File: src/rtl/mem_rd_arbiter.sv
// Arbitrates the single memory read port between instruction fetch and the load unit.
// Optional round-robin conflict resolution is enabled by defining MEM_RD_ARB_RR_EN.
module mem_rd_arbiter #(
    parameter int ADDR_W      = 32,
    parameter int DATA_W      = 32,
    parameter int TIMEOUT_CYC = 16
) (
    input  logic              clk,
    input  logic              reset,
    input  logic [ADDR_W-1:0] if_rd_addr,
    input  logic              if_rd_addr_valid,
    output logic [DATA_W-1:0] if_rd_data,
    output logic              if_rd_ack,
    input  logic [ADDR_W-1:0] ls_rd_addr,
    input  logic              ls_rd_addr_valid,
    output logic [DATA_W-1:0] ls_rd_data,
    output logic              ls_rd_ack,
    output logic              rd_err,
    output logic [ADDR_W-1:0] mem_rd_addr,
    output logic              mem_rd_addr_valid,
    input  logic [DATA_W-1:0] mem_rd_data,
    input  logic              mem_rd_ack,
    output logic              arb_busy
);

    // state  | meaning
    // S_IDLE | no read in flight, arbitrate on any request
    // S_BUSY | request presented to memory, waiting for ack or watchdog expiry
    // S_RESP | one-cycle completion pulse to the winning requester
    typedef enum logic [1:0] {S_IDLE, S_BUSY, S_RESP} state_t;

    localparam bit WD_EN  = (TIMEOUT_CYC > 0);
    localparam int CNT_W  = WD_EN ? $clog2(TIMEOUT_CYC + 1) : 1;
    localparam int LAST_I = WD_EN ? TIMEOUT_CYC - 1 : 0;
    localparam int MAX_I  = WD_EN ? TIMEOUT_CYC : 0;
    localparam logic [CNT_W-1:0] CNT_LAST = CNT_W'(LAST_I);
    localparam logic [CNT_W-1:0] CNT_MAX  = CNT_W'(MAX_I);

    state_t            state_q, state_d;
    logic              grant_ls_q, grant_ls_d;
    logic [CNT_W-1:0]  cnt_q, cnt_d;
    logic [ADDR_W-1:0] mem_addr_q, mem_addr_d;
    logic              mem_valid_q, mem_valid_d;
    logic [DATA_W-1:0] if_data_q, if_data_d;
    logic [DATA_W-1:0] ls_data_q, ls_data_d;
    logic              if_ack_q, if_ack_d;
    logic              ls_ack_q, ls_ack_d;
    logic              err_q, err_d;
    logic              busy_q, busy_d;
    logic              pick_ls;
    logic              expire;

`ifdef MEM_RD_ARB_RR_EN
    logic last_ls_q, last_ls_d;

    // On conflict the requester that did not win last time goes first.
    always_comb begin
        pick_ls = ls_rd_addr_valid && (!if_rd_addr_valid || !last_ls_q);
    end

    always_comb begin
        last_ls_d = last_ls_q;
        if (state_q == S_IDLE && (if_rd_addr_valid || ls_rd_addr_valid)) begin
            last_ls_d = pick_ls;
        end
    end

    always_ff @(posedge clk or posedge reset) begin
        if (reset) begin
            last_ls_q <= 1'b1;
        end else begin
            last_ls_q <= last_ls_d;
        end
    end
`else
    always_comb begin
        pick_ls = ls_rd_addr_valid;
    end
`endif

    always_comb begin
        expire = WD_EN && (cnt_q == CNT_LAST);
    end

    always_comb begin
        state_d     = state_q;
        grant_ls_d  = grant_ls_q;
        cnt_d       = cnt_q;
        mem_addr_d  = mem_addr_q;
        mem_valid_d = mem_valid_q;
        if_data_d   = if_data_q;
        ls_data_d   = ls_data_q;
        if_ack_d    = 1'b0;
        ls_ack_d    = 1'b0;
        err_d       = 1'b0;
        case (state_q)
            S_IDLE: begin
                if (if_rd_addr_valid || ls_rd_addr_valid) begin
                    state_d     = S_BUSY;
                    grant_ls_d  = pick_ls;
                    cnt_d       = '0;
                    mem_valid_d = 1'b1;
                    mem_addr_d  = pick_ls ? ls_rd_addr : if_rd_addr;
                end
            end
            S_BUSY: begin
                // A real ack takes precedence over a simultaneous watchdog expiry.
                if (mem_rd_ack || expire) begin
                    state_d     = S_RESP;
                    mem_valid_d = 1'b0;
                    err_d       = !mem_rd_ack;
                    if (grant_ls_q) begin
                        ls_ack_d  = 1'b1;
                        ls_data_d = mem_rd_ack ? mem_rd_data : '0;
                    end else begin
                        if_ack_d  = 1'b1;
                        if_data_d = mem_rd_ack ? mem_rd_data : '0;
                    end
                end
                if (!mem_rd_ack && cnt_q != CNT_MAX) begin
                    cnt_d = cnt_q + CNT_W'(1);
                end
            end
            S_RESP: begin
                state_d = S_IDLE;
            end
            default: begin
                state_d     = S_IDLE;
                mem_valid_d = 1'b0;
            end
        endcase
        busy_d = (state_d != S_IDLE);
    end

    always_ff @(posedge clk or posedge reset) begin
        if (reset) begin
            state_q     <= S_IDLE;
            grant_ls_q  <= 1'b0;
            cnt_q       <= '0;
            mem_addr_q  <= '0;
            mem_valid_q <= 1'b0;
            if_data_q   <= '0;
            ls_data_q   <= '0;
            if_ack_q    <= 1'b0;
            ls_ack_q    <= 1'b0;
            err_q       <= 1'b0;
            busy_q      <= 1'b0;
        end else begin
            state_q     <= state_d;
            grant_ls_q  <= grant_ls_d;
            cnt_q       <= cnt_d;
            mem_addr_q  <= mem_addr_d;
            mem_valid_q <= mem_valid_d;
            if_data_q   <= if_data_d;
            ls_data_q   <= ls_data_d;
            if_ack_q    <= if_ack_d;
            ls_ack_q    <= ls_ack_d;
            err_q       <= err_d;
            busy_q      <= busy_d;
        end
    end

    assign mem_rd_addr       = mem_addr_q;
    assign mem_rd_addr_valid = mem_valid_q;
    assign if_rd_data        = if_data_q;
    assign ls_rd_data        = ls_data_q;
    assign if_rd_ack         = if_ack_q;
    assign ls_rd_ack         = ls_ack_q;
    assign rd_err            = err_q;
    assign arb_busy          = busy_q;

endmodule

File: config.mk
export PLATFORM = sky130hd
export DESIGN_NAME = mem_rd_arbiter
export DESIGN_NICKNAME = d
export VERILOG_FILES = /design/src/rtl/mem_rd_arbiter.sv
export SDC_FILE = /design/constraint.sdc
export NUM_CORES = 1
export LEC_CHECK = 0
export CAP_MARGIN = 0
export CORE_ASPECT_RATIO = 1.2
export CORE_MARGIN = 2
export CORE_UTILIZATION = 42
export CTS_CLUSTER_DIAMETER = 120
export CTS_CLUSTER_SIZE = 20
export DETAILED_ROUTE_END_ITERATION = 7
export PLACE_DENSITY = 0.79
export SYNTH_ARGS = -nofsm -noshare
export SYNTH_HDL_FRONTEND = slang
export SYNTH_SLANG_ARGS = --single-unit
File: constraint.sdc
create_clock -name clk -period 4 [get_ports clk]
set_input_delay 0.4 -clock clk [delete_from_list [all_inputs] [get_ports clk]]
set_output_delay 0.4 -clock clk [all_outputs]
set_load 0.01 [all_outputs]
# ---- Word level (Yosys, flattened, before mapping)
# Index checks and enable logic that the tools add are counted.
dict set report word_totals {
  elab_cells 52
  out_inout_bits 101
  inputBits 101
  register_bits 109
}
dict set report classes {
  reduce_logical 12
  n_bitwise 2
  muxes 19
  n_addsub 1
  eq_ne 7
}
# cell count
set op_table {}
lappend op_table {{32-bit 2-to-1 mux} 2}
lappend op_table {{3-bit AND reduction} 4}
lappend op_table {{1-bit 2-to-1 mux} 10}
lappend op_table {{5-bit 2-to-1 mux} 2}
lappend op_table {{5-bit one-hot mux with 2 select lines} 1}
lappend op_table {{2-bit inequality test (second input constant)} 3}
lappend op_table {{5-bit by 1-bit adder with 5-bit output (second input constant)} 1}
lappend op_table {{5-bit by 4-bit == test with 1-bit output (second input constant)} 1}
lappend op_table {{5-bit inequality test (second input constant)} 1}
lappend op_table {{2-bit 2-to-1 mux} 2}
lappend op_table {{2-bit one-hot mux with 2 select lines} 1}
lappend op_table {{2-bit nonzero test} 2}
lappend op_table {{1-bit one-hot mux with 3 select lines} 1}
lappend op_table {{2-bit by 1-bit == test with 1-bit output (second input constant)} 1}
lappend op_table {{2-bit == test (second input constant)} 1}
lappend op_table {{2-bit zero test} 1}
lappend op_table {{1-bit logical OR} 2}
lappend op_table {{1-bit inverter} 2}
lappend op_table {{2-bit AND reduction} 1}
lappend op_table {{1-bit logical AND} 1}
lappend op_table {{1-bit zero test} 1}

# ---- Depth between registers and ports, before layout
# Gate-level depths: netlist (run 1).
dict set report depth {
  ltp_word 5
  ltp_mapped 7
  depth_no_buf 6
}

# ---- Worst setup path before layout (run 1)
# OpenSTA, ideal clock, no wires.
dict set report synth_timing {
  path_type {reg2reg}
  start {register cnt_q[0]}
  end {register ls_data_q[14], in the netlist ls_rd_data[14]}
  setup_slack_ns 2.075
  setup_ns 0.125
  n_path_buf 1
  period_less_slack_ns 1.925
  stages_incl_launch_ff 8
  arrival_ns 1.800
  cell_sequence {dfrtp_1 -> ha_1 -> and3_1 -> ha_1 -> nor2_2 -> nor3b_4 -> buf_6 -> mux2_2}
}
dict set report synth_via {
  elab_chain_cells 3
}
# element line_no
set synth_rtl {}
lappend synth_rtl {{start, declared} 41} ;# logic [CNT_W-1:0] cnt_q, cnt_d;
lappend synth_rtl {{start signal, assigned} 151} ;# cnt_q <= cnt_d;
lappend synth_rtl {{5-bit by 4-bit == test with 1-bit output} 82} ;# expire = WD_EN && (cnt_q == CNT_LAST);
lappend synth_rtl {{1-bit logical OR} 108} ;# if (mem_rd_ack || expire) begin
lappend synth_rtl {{3-bit AND reduction (no source line)} --}
lappend synth_rtl {{end signal, assigned} 155} ;# ls_data_q <= ls_data_d;
lappend synth_rtl {{end, declared} 45} ;# logic [DATA_W-1:0] ls_data_q, ls_data_d;
# Every way passes these cells.
# A chain may end at the register's enable or synchronous reset.

# ---- Worst setup path after layout (run 1)
dict set report layout_timing {
  start {register cnt_q[0]}
  end {register ls_data_q[26], in the netlist ls_rd_data[26]}
}
# Same word-level chain as after synthesis.

==> impl_metrics.py, run 1 <==
metrics = {
    "status": {
        "outcome": "complete, no violations",
    },
    "finish": {
        "antenna_cells": 0,
        "area_growth_syn_to_layout_pct": 51.77,
        "final_common_cell": "clkdlybuf4s50_1",
        "fill_cells": 862,
        "fin_area_um2": 7186,
        "drive_gt1_share_pct": 15.55,
        "layout.nets": 665,
        "layout_common_cells": "clkdlybuf4s50_1, dfrtp_1, o21ai_0",
    },
    "setup_path": {
        "crit_path_max_fanout": 30,
        "crit_chain": "ha_1 -> and3_1 -> ha_1 -> nor2_2 -> nor3b_4 -> buf_4 -> mux2_2",
        "critPathKind": "flop to flop",
        "critPathLaunchType": "flop",
        "cp_slowest_cell": "dfrtp_1",
        "cp.required_ps": 4230,
        "worst_ep_arrival_time_ps": 2520,
        "reg2regPathDepth": 7,
        "cp-end-kind": "flop",
        "crit_top_cell": "ha_1",
        "max_stage_delay_ps": 410,
    },
    "clocking": {
        "root_buffer": "clkbuf_16",
        "h-tree-depth": 3,
        "clockBufferDepth": 2,
        "cts_buffers": 9,
        "cts_hold_buf": 0,
        "cts_tree": "yes",
        "insertion_delay_ps": 340,
        "cts.repair.resized": 0,
        "cts.sink_count": 109,
        "path_clk_slew_ps": 70,
        "post_cts_buffers": 0,
    },
    "power": {
        "p_leak_nw": 3.105,
        "power_density_nw_per_um2": 715.3,
        "vdd_drop_max_mv": 0.2785,
    },
    "timing": {
        "setup_ws_ps": 1710,
        "setup_viol": 0,
        "tns_ps": 0,
        "report.final.slew_viol_count": 0,
        "hold_ws_ps": 484.3,
        "finalCritPeriodShare_pct": 57.25,
        "relSlewSlack_pct": 17.78,
        "max_freq_mhz": 436.7,
        "hold_viol_final": 0,
        "period_needed_ps": 2290,
        "worst_slew_pin_slew_ps": 1232,
        "rsz0062_at_grt": "no",
        "worst_clock_skew_ps": 6.097,
    },
    "global_routing": {
        "grt_max_degree": 91,
        "grt_pass1_wl_um": 18040,
        "track_usage_pct": 18.88,
        "grt_pass1_vias": 3641,
        "antenna_found_initial": 0,
        "gr-total-overflow": 0,
    },
    "worst_hold_path": {
        "hp-class": "flop to flop",
        "holdPathStages": 2,
    },
    "logic_synthesis": {
        "syn-num-nets": 473,
        "yosysUniqueCellTypes": 29,
        "ys_warn_count": 0,
        "yosysSeqAreaShare_pct": 57.61,
        "syn-instance-count": 369,
        "syn_area_um2": 4735,
        "syn_avg_cell_area_um2": 12.83,
        "synth-seq-cells": 109,
    },
    "detailed_routing": {
        "drt-initial-drc-count": 95,
        "wire_per_inst_um": 16.29,
        "remaining_drc_errors": 0,
        "via_per_inst": 5.086,
        "totalWireLength_um": 11370,
        "vias": 3550,
        "drtAntennaViolNets": 0,
        "firstDrtPassIters": 4,
    },
    "die": {
        "rows": 42,
        "die_w_um": 100.9,
        "start_util_pct": 42.90,
        "boundaryPins": 202,
        "die_area_um2": 12140,
        "core-area_um2": 11040,
        "fp.dieH_um": 120.3,
    },
    "placed_design": {
        "io_buffer_count": 201,
        "gp_congestion": 0.7356,
        "place.detailed.hpwl_um": 8237,
        "postPlaceCellArea_um2": 6815,
        "post-place-ws_ps": 1457,
    },
    "job": {
        "max-cap-violations": 0,
    },
}
==> layout make-up <==
cell class	instances	area [um2]	share of cell area [%]
inverter	7	28.78	0.4005
multi-input combinational	229	1857	25.84
sequential	109	2728	37.96
tap	132	165.2	2.298
clock inverter	7	145.1	2.020
timing repair buffer	205	2037	28.35
clock buffer	9	225.2	3.134
==> per-stage QoR <==
step	std cells	utilization, %	total power [mW]
6_report	698	65.11	5.140
5_1_grt	698	65.11	5.458
4_1_cts	698	65.11	5.207
3_5_place_dp	682	61.76	4.112
3_3_place_gp	682	61.76	4.037
2_1_floorplan	369	-	2.841
==> synthesized netlist by cell type <==
library cell	n	area, um2
buf_4	3	22.52
o21ai_0	68	340.3
and2_1	32	200.2
clkbuf_1	13	48.80
dfrtp_1	109	2728
a31oi_4	1	21.27
a311oi_2	1	15.01
or2_1	1	6.260
nor3_4	1	16.27
and3_1	1	6.260
o211ai_1	1	7.510
o21ai_1	3	15.01
buf_6	3	33.78
nand2b_1	1	6.260
nor2_1	5	18.77
mux2i_1	36	360.4
or3b_1	1	8.760
nand3_1	1	5.000
nand2_1	4	15.01
mux2_2	59	664.4
nor2_2	1	6.260
a22o_1	1	8.760
nor3b_4	1	18.77
xor2_1	1	8.760
ha_1	3	37.54
buf_2	5	25.02
inv_1	7	26.28
mux2_1	5	56.30
o31ai_1	1	7.510
==> critical path: cells and delay by family (launching register included) <==
kind | cells | cell delay, ps
adders and majority gates | 2 | 410
DFF | 1 | 410
buffers and inverters | 1 | 410
and+or+nand+nor | 3 | 530
muxes | 1 | 390
==> logic make-up (layout without fill, tap and decap cells) <==
| family | after synthesis | count (layout) | share of synthesized area, % |
|---|---|---|---|
| adder cells (fa/ha/maj) | 3 | 3 | 0.7929 |
| AND/OR/NAND/NOR | 49 | 49 | 6.501 |
| multiplexers | 100 | 100 | 22.83 |
| XOR/XNOR | 1 | 1 | 0.1850 |
| AO/OA/AOI/OAI | 76 | 76 | 8.774 |
| flip-flops | 109 | 109 | 57.61 |
| buffers and inverters | 31 | 228 | 3.303 |
==> where the power goes <==
part	internal, mW	total [mW]	leakage, nW	switching [mW]
registers	1.60	1.88	1.39	0.276
clock network	0.678	1.08	0.176	0.397
logic	1.29	2.18	1.54	0.894
==> metal layers <==
metal	up-vias	routed length (um)	GRT usage [%]
met5	-	0	0
met4	0	112	5.321
met3	9	1114	6.705
met2	172	5374	30.71
met1	1697	4768	23.83
li1	1672	-	-
==> flip-flops by register name, indices dropped and copies added (netlist names), 2 cells and up <==
register,cells
mem_rd_addr,32
state_q,2
ls_rd_data,32
cnt_q,5
if_rd_data,32
==> worst paths after layout <==
path                                   start                end  slack [ps]
max reg2reg                         cnt_q[0]     ls_rd_data[26]        1710
max in group asynchronous              reset      if_rd_data[3]        2420
max                                 cnt_q[0]     ls_rd_data[26]        1710
min in group asynchronous              reset     mem_rd_addr[4]         670
min reg2reg                mem_rd_addr_valid  mem_rd_addr_valid         480
min                        mem_rd_addr_valid  mem_rd_addr_valid         480
(Power assumes the default switching activity.)
==> inputs of run 2 (changes only) <==
- clock period: 4 -> 2.35 ns (I/O delays scaled with it)
==> run 2 against run 1 <==
  * Routed wire length increased by 2.8%
  * Highest routed layer unchanged
  * Sequential power is 70% higher
  * Worst setup slack got worse by 1400 ps
  * Core utilization shrank 0.10 points
  * Clock-buffer cell count stayed put
  * Global-route usage increased by 0.64 points
  * Register-to-register slack lost 1400 ps
  * Non-clock buffer count rose by 5
  * Power grew 64%
  * Cell count increased by 0.72%
  * Clock power is 34% higher
==> impl_metrics.py, run 2 (synthesis gave the netlist of run 1 again) <==
metrics = {
    "status": {
        "outcome": "complete, no violations",
    },
    "setup_path": {
        "max_stage_delay_ps": 410,
        "path_delay_family": "simple AND/OR/NAND/NOR gates",
        "crit_top_cell": "ha_1",
        "worst-path-buf-inv": 1,
        "worst_ep_arrival_time_ps": 2250,
        "cp-end-kind": "flop",
        "crit_path_max_fanout": 25,
        "critPathKind": "flop to flop",
        "cp_slowest_cell": "dfrtp_1",
        "crit_chain": "ha_1 -> and3_1 -> ha_1 -> nor2_2 -> nor3b_4 -> buf_12 -> mux2_2",
        "critPathLaunchType": "flop",
        "cp.required_ps": 2580,
    },
    "job": {
        "max-cap-violations": 0,
    },
    "clocking": {
        "h-tree-depth": 3,
        "cts.sink_count": 109,
        "path_clk_slew_ps": 70,
        "clockBufferDepth": 2,
        "insertion_delay_ps": 340,
        "cts_buffers": 9,
        "cts_tree": "yes",
        "post_cts_buffers": 0,
        "cts.repair.resized": 0,
        "root_buffer": "clkbuf_16",
        "cts_hold_buf": 0,
    },
    "finish": {
        "drive_gt1_share_pct": 16.29,
        "fin_area_um2": 7174,
        "seqCellArea_um2": 2728,
        "multi_input_area_um2": 1857,
        "area_growth_syn_to_layout_pct": 51.53,
        "fill_cells": 856,
        "antenna_cells": 0,
        "final_common_cell": "clkdlybuf4s50_1",
        "fin_cells": 703,
        "layout.nets": 670,
        "layout_common_cells": "clkdlybuf4s50_1, dfrtp_1, o21ai_0",
    },
    "detailed_routing": {
        "drt-initial-drc-count": 149,
        "totalWireLength_um": 11680,
        "drtAntennaViolNets": 0,
        "remaining_drc_errors": 0,
        "via_per_inst": 5.152,
        "vias": 3622,
        "wire_per_inst_um": 16.62,
        "firstDrtPassIters": 5,
    },
    "power": {
        "power_mw": 8.413,
        "pwr-share-seq_pct": 38.0,
        "p_switching_mw": 2.715,
        "power_switching_share_pct": 32.27,
        "p_comb_share_pct": 44.8,
        "power_density_nw_per_um2": 1173,
        "p_leak_nw": 3.094,
        "vdd_drop_max_mv": 0.4948,
        "clkPwrFrac_pct": 17.2,
        "power.internal_mw": 5.698,
    },
    "timing": {
        "relSlewSlack_pct": 29.76,
        "period_needed_ps": 2016,
        "worst_clock_skew_ps": 8.171,
        "tns_ps": 0,
        "finalCritPeriodShare_pct": 85.79,
        "hold_viol_final": 0,
        "setup_viol": 0,
        "rsz0062_at_grt": "no",
        "report.final.slew_viol_count": 0,
        "max_freq_mhz": 496.0,
        "hold_ws_ps": 404.4,
        "worst_slew_pin_slew_ps": 1054,
    },
    "placed_design": {
        "postPlaceCellArea_um2": 6892,
        "io_buffer_count": 201,
        "place.detailed.hpwl_um": 8514,
        "gp_congestion": 0.7464,
        "dp_cells": 687,
    },
    "die": {
        "start_util_pct": 42.90,
        "die_area_um2": 12140,
        "die_w_um": 100.9,
        "core-area_um2": 11040,
        "rows": 42,
        "fp.dieH_um": 120.3,
        "boundaryPins": 202,
    },
    "global_routing": {
        "grt_max_degree": 110,
        "grt_pass1_wl_um": 18420,
        "antenna_found_initial": 0,
        "gr-total-overflow": 0,
        "track_usage_pct": 19.52,
        "grt_pass1_vias": 3692,
    },
    "worst_hold_path": {
        "hp-class": "input pin to asynchronous set/reset pin",
    },
}
[run 2: worst reg2reg max path: stages, from the launching register on]
cell and delay, ps:
dfrtp_1 410, ha_1 180, and3_1 160, ha_1 210, nor2_2 90, nor3b_4 260, buf_12 220, mux2_2 360
[run 2: power by group through the flow]
stage / Clock (mW) / Sequential [mW] / Combinational, mW
final: 1.45 / 3.20 / 3.77
after detailed placement: 0 / 3.23 / 3.81
after global routing: 1.57 / 3.31 / 4.07
after global placement: 0 / 3.21 / 3.72
after floorplan: 0 / 3.55 / 1.28
after CTS: 1.48 / 3.21 / 3.82
[run 2: cell type report]
type	count	share of cell area (%)
multi-input cells	229	25.88
well taps	132	2.302
inverters	7	0.4186
repair buffers	210	29.44
clock inverters	7	0.8022
clock buffers	9	3.139
flip-flops and latches	109	38.02
[run 2: routing by layer]
metal  up-vias  wire length [um]  GRT usage [%]
met3         9              1199          6.416
met4         0               110          5.912
li1       1684                 -              -
met2       189              5518          31.58
met1      1740              4851          24.93
met5         -                 0              0
[run 2: stage by stage]
step / setup slack, ps / util, %
4_1_cts: 312.8 / 65.01
5_1_grt: 184.7 / 65.01
3_3_place_gp: 375.8 / 62.45
3_5_place_dp: 330.6 / 62.45
2_1_floorplan: 424.9 / -
6_report: 334.0 / 65.01
[run 2: final timing paths]
check / start / end / slack, ps / depth (start not counted)
hold / removal: reset / mem_rd_addr[5] / 400 / 3
max in group asynchronous: reset / state_q[0] / 1530 / 3
hold reg to reg: mem_rd_addr_valid / mem_rd_addr_valid / 490 / 2
min in group clk: mem_rd_addr_valid / mem_rd_addr_valid / 490 / 2
setup / recovery: cnt_q[0] / ls_rd_data[2] / 330 / 7
setup reg to reg: cnt_q[0] / ls_rd_data[2] / 330 / 7
